## src/rtl/esm_retire_buffer.sv

```systemverilog
// ----------------------------------------------------------------------------
// esm_retire_buffer
//   Reorder/retire stage behind the ESM scheduler. Out-of-order completions
//   land in their original slot; words are released to the commit consumer
//   strictly in slot order 0..bs-1, wrapping to slot 0 after each batch.
//
// Ports
//   clk, rst_n   clock (rising edge), async active-low reset
//   cmp_valid    completion strobe
//   cmp_index    original slot of the completed instruction
//   cmp_instr    completed instruction word
//   flush        synchronous clear of all slots and head
//   ret_ready    consumer accepts the retire word
//   ret_valid    head slot holds a completed instruction
//   ret_instr    instruction at head (mux of registered slot data)
//   ret_index    head slot number
//   batch_done   1-cycle pulse after slot bs-1 retires
//   dup_err      1-cycle pulse after an illegal completion
//   pending      completed but not yet retired slots
//   retire_cnt   total retirements, wraps at 2^16
// ----------------------------------------------------------------------------
module esm_retire_buffer #(
    parameter int unsigned Instruction_word_size = 32,
    parameter int unsigned bs                    = 16,
    localparam int unsigned BS_BITS              = $clog2(bs)
) (
    input  logic                             clk,
    input  logic                             rst_n,
    input  logic                             cmp_valid,
    input  logic [BS_BITS-1:0]               cmp_index,
    input  logic [Instruction_word_size-1:0] cmp_instr,
    input  logic                             flush,
    input  logic                             ret_ready,
    output logic                             ret_valid,
    output logic [Instruction_word_size-1:0] ret_instr,
    output logic [BS_BITS-1:0]               ret_index,
    output logic                             batch_done,
    output logic                             dup_err,
    output logic [BS_BITS:0]                 pending,
    output logic [15:0]                      retire_cnt
);

    localparam logic [BS_BITS-1:0] LAST_SLOT = BS_BITS'(bs - 1);

    logic [Instruction_word_size-1:0] r_data [bs];
    logic [bs-1:0]                    r_valid;
    logic [BS_BITS-1:0]               r_head;
    logic [BS_BITS:0]                 r_pending;
    logic [15:0]                      r_retire_cnt;
    logic                             r_batch_done;
    logic                             r_dup_err;

    logic w_legal;
    logic w_acc;
    logic w_ret;
    logic w_dup;

    // Legality is judged against the current (pre-wrap) head.
    assign w_legal = (cmp_index >= r_head) && !r_valid[cmp_index];
    assign w_acc   = cmp_valid && w_legal && !flush;
    assign w_dup   = cmp_valid && !w_legal && !flush;
    assign w_ret   = r_valid[r_head] && ret_ready && !flush;

    // Slot payload; intentionally not reset.
    always_ff @(posedge clk) begin
        if (w_acc) begin
            r_data[cmp_index] <= cmp_instr;
        end
    end

    // Accept and retire never target the same slot: an accept needs the
    // slot empty, a retire needs the head slot full.
    always_ff @(posedge clk or negedge rst_n) begin
        if (!rst_n) begin
            r_valid      <= '0;
            r_head       <= '0;
            r_pending    <= '0;
            r_retire_cnt <= '0;
            r_batch_done <= 1'b0;
            r_dup_err    <= 1'b0;
        end else begin
            r_batch_done <= w_ret && (r_head == LAST_SLOT);
            r_dup_err    <= w_dup;
            if (flush) begin
                r_valid   <= '0;
                r_head    <= '0;
                r_pending <= '0;
            end else begin
                if (w_ret) begin
                    r_valid[r_head] <= 1'b0;
                    r_head          <= r_head + BS_BITS'(1);
                    r_retire_cnt    <= r_retire_cnt + 16'd1;
                end
                if (w_acc) begin
                    r_valid[cmp_index] <= 1'b1;
                end
                case ({w_acc, w_ret})
                    2'b10:   r_pending <= r_pending + (BS_BITS+1)'(1);
                    2'b01:   r_pending <= r_pending - (BS_BITS+1)'(1);
                    default: r_pending <= r_pending;
                endcase
            end
        end
    end

    assign ret_valid  = r_valid[r_head];
    assign ret_instr  = r_data[r_head];
    assign ret_index  = r_head;
    assign batch_done = r_batch_done;
    assign dup_err    = r_dup_err;
    assign pending    = r_pending;
    assign retire_cnt = r_retire_cnt;

endmodule

```

## config.mk

```make
export PLATFORM = sky130hd
export DESIGN_NAME = esm_retire_buffer
export DESIGN_NICKNAME = d
export VERILOG_FILES = /design/src/rtl/esm_retire_buffer.sv
export SDC_FILE = /design/constraint.sdc
export NUM_CORES = 1
export LEC_CHECK = 0
export CAP_MARGIN = 30
export CELL_PAD_IN_SITES_DETAIL_PLACEMENT = 0
export CELL_PAD_IN_SITES_GLOBAL_PLACEMENT = 1
export CORE_MARGIN = 5
export CORE_UTILIZATION = 57
export DETAILED_ROUTE_END_ITERATION = 8
export GPL_ROUTABILITY_DRIVEN = 0
export PLACE_DENSITY = 0.94
export SKIP_LAST_GASP = 1
export SYNTH_ARGS = -nofsm -noshare
export SYNTH_HDL_FRONTEND = slang
export SYNTH_SLANG_ARGS = --single-unit
```

## constraint.sdc

```tcl
create_clock -name clk -period 14.1 [get_ports clk]
set_input_delay 2.82 -clock clk [delete_from_list [all_inputs] [get_ports clk]]
set_output_delay 2.82 -clock clk [all_outputs]
set_load 0.01 [all_outputs]
```

# Word level (Yosys, flattened, before mapping)
# Memories as Yosys holds them, arrays and structs flattened.
# Index checks and enable logic that the tools add are counted.
totals:
  regBits: 43
  ram_bits: 512
  inputBits: 41
  output_inout_bits: 60
  wordCells: 57
  memories: 1
memory_table:
  columns: ["memory", "depth", "width", "read_ports", "rd_clocked_by_memory_dff", "wr", "line", "source"]
  rows:
  - ["r_data", 16, 32, 1, 0, 1, "45", "logic [Instruction_word_size-1:0] r_data [bs];"]
op_classes:
  n_addsub: 4
  n_lt_le_gt_ge: 5
  n_eq_ne: 3
  mux: 18
  bitwise_logic: 4
  reduce_logical: 16
ops:
  columns: ["cell", "count"]
  rows:
  - ["$mux 16", 4]
  - ["$add 16x1->16 const B", 1]
  - ["$and 16x16->16", 1]
  - ["$not 16->16", 1]
  - ["$or 16x16->16", 1]
  - ["$logic_and 1x1->1", 10]
  - ["$lt 4x5->1 const B", 2]
  - ["$pmux 5 s2", 1]
  - ["$bmux 1 s4", 2]
  - ["$demux 1 s4", 2]
  - ["$ge 4x1->1 const B", 2]
  - ["$mux 4", 2]
  - ["$mux 1", 6]
  - ["$add 5x1->5 const B", 1]
  - ["$mux 5", 1]
  - ["$sub 5x1->5 const B", 1]
  - ["$add 4x1->4 const B", 1]
  - ["$eq 4x4->1 const B", 1]
  - ["$ge 4x4->1", 1]
  - ["$logic_not 1->1", 3]
  - ["$reduce_bool 3->1", 1]
  - ["$eq 2x1->1 const B", 1]
  - ["$eq 2x2->1 const B", 1]
  - ["$reduce_and 2->1", 1]
  - ["2 further kinds", 2]

# Logic depth before layout (Yosys ltp)
depth:
  depth_word: 11
  ltp_mapped: 18
  mapped_depth_nobuf: 15

# Worst setup path before layout
# No wires, ideal clock.
synth_timing:
  path_kind: "input -> register"
  startpoint: "input cmp_index[0]"
  endpoint: "memory r_data[11][0], enable pin"
  setup_time_ns: 0.504
  arrival_ns: 7.022
  required_time_ns: 13.596
  slack_ns: 6.574
  path_stages: 6
  path_buffers: 0
  cell_sequence: "inv_1 ha_1 o21ai_0 a211oi_1 o2111ai_1 nor4_1"
synth_via:
  elab_chain_cells: 8
  elab_cells_between_ends: 9
  cone_classes: "order compare: 1; mux: 4; reduce/logical: 4"
synth_rtl:
  columns: ["item", "line", "source"]
  rows:
  - ["start, declared", "30", "input logic [BS_BITS-1:0] cmp_index,"]
  - ["$bmux 1 s4", "59", "assign w_legal = (cmp_index >= r_head) && !r_valid[cmp_index];"]
  - ["$mux 1 (implied by the code)", "59", null]
  - ["$logic_not 1->1", "59", null]
  - ["$logic_and 1x1->1", "59", null]
  - ["$logic_and 1x1->1 (2 in a row)", "60", "assign w_acc = cmp_valid && w_legal && !flush;"]
  - ["$mux 1", "66", "if (w_acc) begin"]
  - ["$mux 1 (implied by the code)", "67", "r_data[cmp_index] <= cmp_instr;"]
  - ["end, declared", "45", null]
# Several ways; a longest one is shown, not always the timed one. The select of a mux whose other input is x is not followed.

# Worst setup path in the final report
layout_timing:
  startpoint: "register r_head[0] (netlist: ret_index[0])"
  endpoint: "output ret_instr[22]"
layout_via:
  elab_chain_cells: 1
layout_rtl:
  columns: ["item", "line", "source"]
  rows:
  - ["start, declared", "47", "logic [BS_BITS-1:0] r_head;"]
  - ["start signal, assigned", "91", "r_head <= r_head + BS_BITS'(1);"]
  - ["$mem_v2 16x32", null, null]
  - ["end, declared", "35", "output logic [Instruction_word_size-1:0] ret_instr,"]
# Every way passes these cells.

==> summary.txt <==
Timing
  – Transition time of the tightest slew-check pin: between 1 and 1.5 ns
  – TNS Setup: 0 ns
  – Final hold viol count: 0
  – Max Slew Vio Count: 0
  – Setup Skew: 0.0236 ns
  – RSZ-0062 raised after global routing: false
  – Final setup viols: 0
  – Worst rel slew slack: 0.329
  – Fmax: approximately 0.13 GHz
  – Final Cycle Share: 0.528
  – Fin worst setup slack: 6.65 ns
  – Final min period: 7.45 ns

Logic synthesis
  – Ys async rst share: 0.0775
  – Syn nets: 1038
  – Synth area leaders: edfxtp_1, mux4_2, dfrtp_1
  – Mean area per synthesized cell: 22.2 sq um
  – Most frequent cells after synthesis: edfxtp_1, mux4_2, dfrtp_1
  – Ys Warns: 0
  – Synth area leader: edfxtp_1
  – Number of synthesized register bits: ~560
  – Yosys top cell area share: 0.704
  – Yosys cell types: 57
  – Primary FF master, synth: edfxtp_1
  – Top-count cell post-synth: edfxtp_1
  – Seq/Total Area, Yosys: 0.753
  – Mapped Area: 0.0218 sq mm
  – Gate Count Post-Synth: a little under 1000
  – Post-synth EDFFs: 512

Final layout
  – Layout fillers: 2269
  – Synthesis-to-finish area growth: 15.6%
  – Final nets: 1168
  – Finished Cell Area: approximately 0.025 sq mm
  – Fraction of layout cells with a size suffix above 1: 0.261
  – Final Non-Filler Cells: 1667

Clock network
  – CTS H-tree lvls: 2
  – Count of clock tree sinks: 555
  – # hold bufs at CTS: 0
  – CTS clk-pin slew, worst paths: roughly 0.060 ns
  – Setup Buffers After CTS: 0
  – Clk_lat worst skew: 0.61 ns
  – TritonCTS clock tree: done
  – Post-CTS Resized: 0
  – CTS Buffer Depth: 3
  – CTS buffer count: 53
  – CTS Root Cell: clkbuf_16

Placement
  – Pre-CTS WS: 7.06 ns
  – Dpl cell area: 0.0235 sq mm
  – DP HPWL: 25500 um
  – Placed Cells incl. Taps: 1568
  – Port Buf Inserts: 100

Floorplanning
  – Die W: 206 um
  – Initial Utilization: 0.579
  – DIE AREA: 0.0423 sq mm
  – Die height: 206 um
  – Row cnt: 71
  – Top-level I/O count: a little over 100
  – CORE AREA: 0.0378 sq mm

Critical path
  – Crit path kind: flop to output port
  – Crit. End Element: output port
  – Reg2Reg Launch Point: ret_index[3]
  – CP startpoint kind: flop
  – Reg2Reg Depth: 16
  – Critical Path RT: 11.28 ns
  – Crit Reg-Reg Endpoint: pending[4]
  – Flop2flop setup slack: 8.89 ns
  – CP Max Fanout: 37
  – Arrival time at the worst endpoint: 4.63 ns

Global route
  – First-pass GRT wire length: 76900 um
  – Initial antenna violation count: 2
  – All-Layer GR Usage: 0.253
  – Vias in the first global route: 11362
  – GR Overflow Total: 0
  – Largest net degree at the start of global routing: 71

Hold path
  – Hold Crit Class: flop to flop
  – Hold_sp: retire_cnt[15]
  – Hold endpoint: retire_cnt[15]
  – Hold path cells: 1

Route
  – Post-route ant nets: 0
  – DR vias/cell: 6.64
  – WL per Instance: 31.0 um
  – Via count: 11067
  – Initial DRT Pass Iterations: 5
  – Residual DRC count: 0
  – Starting DRT DRC Count: about 1500
  – Final WL: between 50000 and 60000 um

Job
  – Max_cap viols: 0

Outcome
  – Status: finished, final reports clean

Power and ir drop
  – P per Cell Area: about 130 mW/mm^2
  – Peak VDD IR: ~0.10 mV
  – Leak: 7.98 nW
[metal layers]
metal  GRT usage  share of wire  vias to the layer above
met1       0.356           0.37                     5792
met3      0.0414          0.089                      120
li1            -              -                     4391
met5           0        0.00025                        -
met4      0.0854          0.033                        2
met2       0.411           0.50                      762
[how the worst max path moves through the flow]
| stage | from | to | slack (ns) | cells past startpoint |
|---|---|---|---|---|
| after floorplan | cmp_index[0] | r_data[11][0] | 6.57 | 6 |
| final | ret_index[0] | ret_instr[22] | 6.65 | 5 |
| after detailed placement | cmp_index[3] | pending[4] | 7.06 | 15 |
| after global routing | ret_index[0] | ret_instr[22] | 6.34 | 5 |
| after global placement | cmp_index[3] | pending[4] | 7.17 | 15 |
| after CTS | ret_index[0] | ret_instr[22] | 6.56 | 5 |
[layout make-up]
cell class | instances | area [sq um] | area share
inverter | 14 | 52.6 | 0.00208
timing repair buffer | 125 | 1220 | 0.0485
tap | 511 | 639 | 0.0253
sequential | 555 | 16500 | 0.652
clock buffer | 62 | 1380 | 0.0547
antenna | 1 | 2.50 | 0.0000991
multi-input combinational | 365 | 5210 | 0.206
clock inverter | 34 | 274 | 0.0109
[power by group]
group          switching (W)  internal, W
clock               0.000607     0.000758
combinational      0.0000458    0.0000250
sequential        0.00000388      0.00180
[cell usage in the layout, fill, tap and decap left out, drive strengths merged, types with 6 or more instances in the layout]
master,count
edfxtp,512
mux4,162
clkdlybuf4s50,99
clkbuf,62
dfrtp,43
nor2,31
clkinv,28
buf,26
nand2,24
inv,15
nand3,13
xnor2,13
o21ai,13
ha,12
xor2,9
mux2i,8
a21oi,7
o211ai,6
nand4,6
mux2,6
[metrics by stage]
step / hold slack (ns) / util / power (W)
finish: 0.488 / 0.669 / 0.00324
floorplan: 0.491 / - / 0.00187
global placement: 0.456 / 0.623 / 0.00191
detailed placement: 0.483 / 0.623 / 0.00191
CTS: 0.490 / 0.667 / 0.00326
global route: 0.506 / 0.669 / 0.00335
[cell families (layout without fill, tap and decap cells)]
kind of cell | count (synthesis) | after routing | synth area share
flip-flops | 555 | 555 | 0.753
AO/OA/AOI/OAI | 56 | 56 | 0.0195
buffers and inverters | 64 | 235 | 0.0136
XOR/XNOR | 22 | 22 | 0.00917
adder cells (fa/ha/maj) | 13 | 13 | 0.00779
other | 0 | 1 | 0
AND/OR/NAND/NOR | 98 | 98 | 0.0230
multiplexers | 176 | 176 | 0.174
[critical path, cell delays in order (launching register included)]
cell,delay (ns)
dfrtp_4,0.85
buf_4,0.68
buf_4,0.73
mux4_2,0.63
mux4_2,0.53
clkdlybuf4s50_1,0.51
[state kept, by name (all words and copies together), names as in the netlist]
signal,flops
batch_done,1
dup_err,1
pending,5
r_data,512
r_valid,16
ret_index,4
retire_cnt,16
Note: power is estimated with default switching activity, not from simulation.
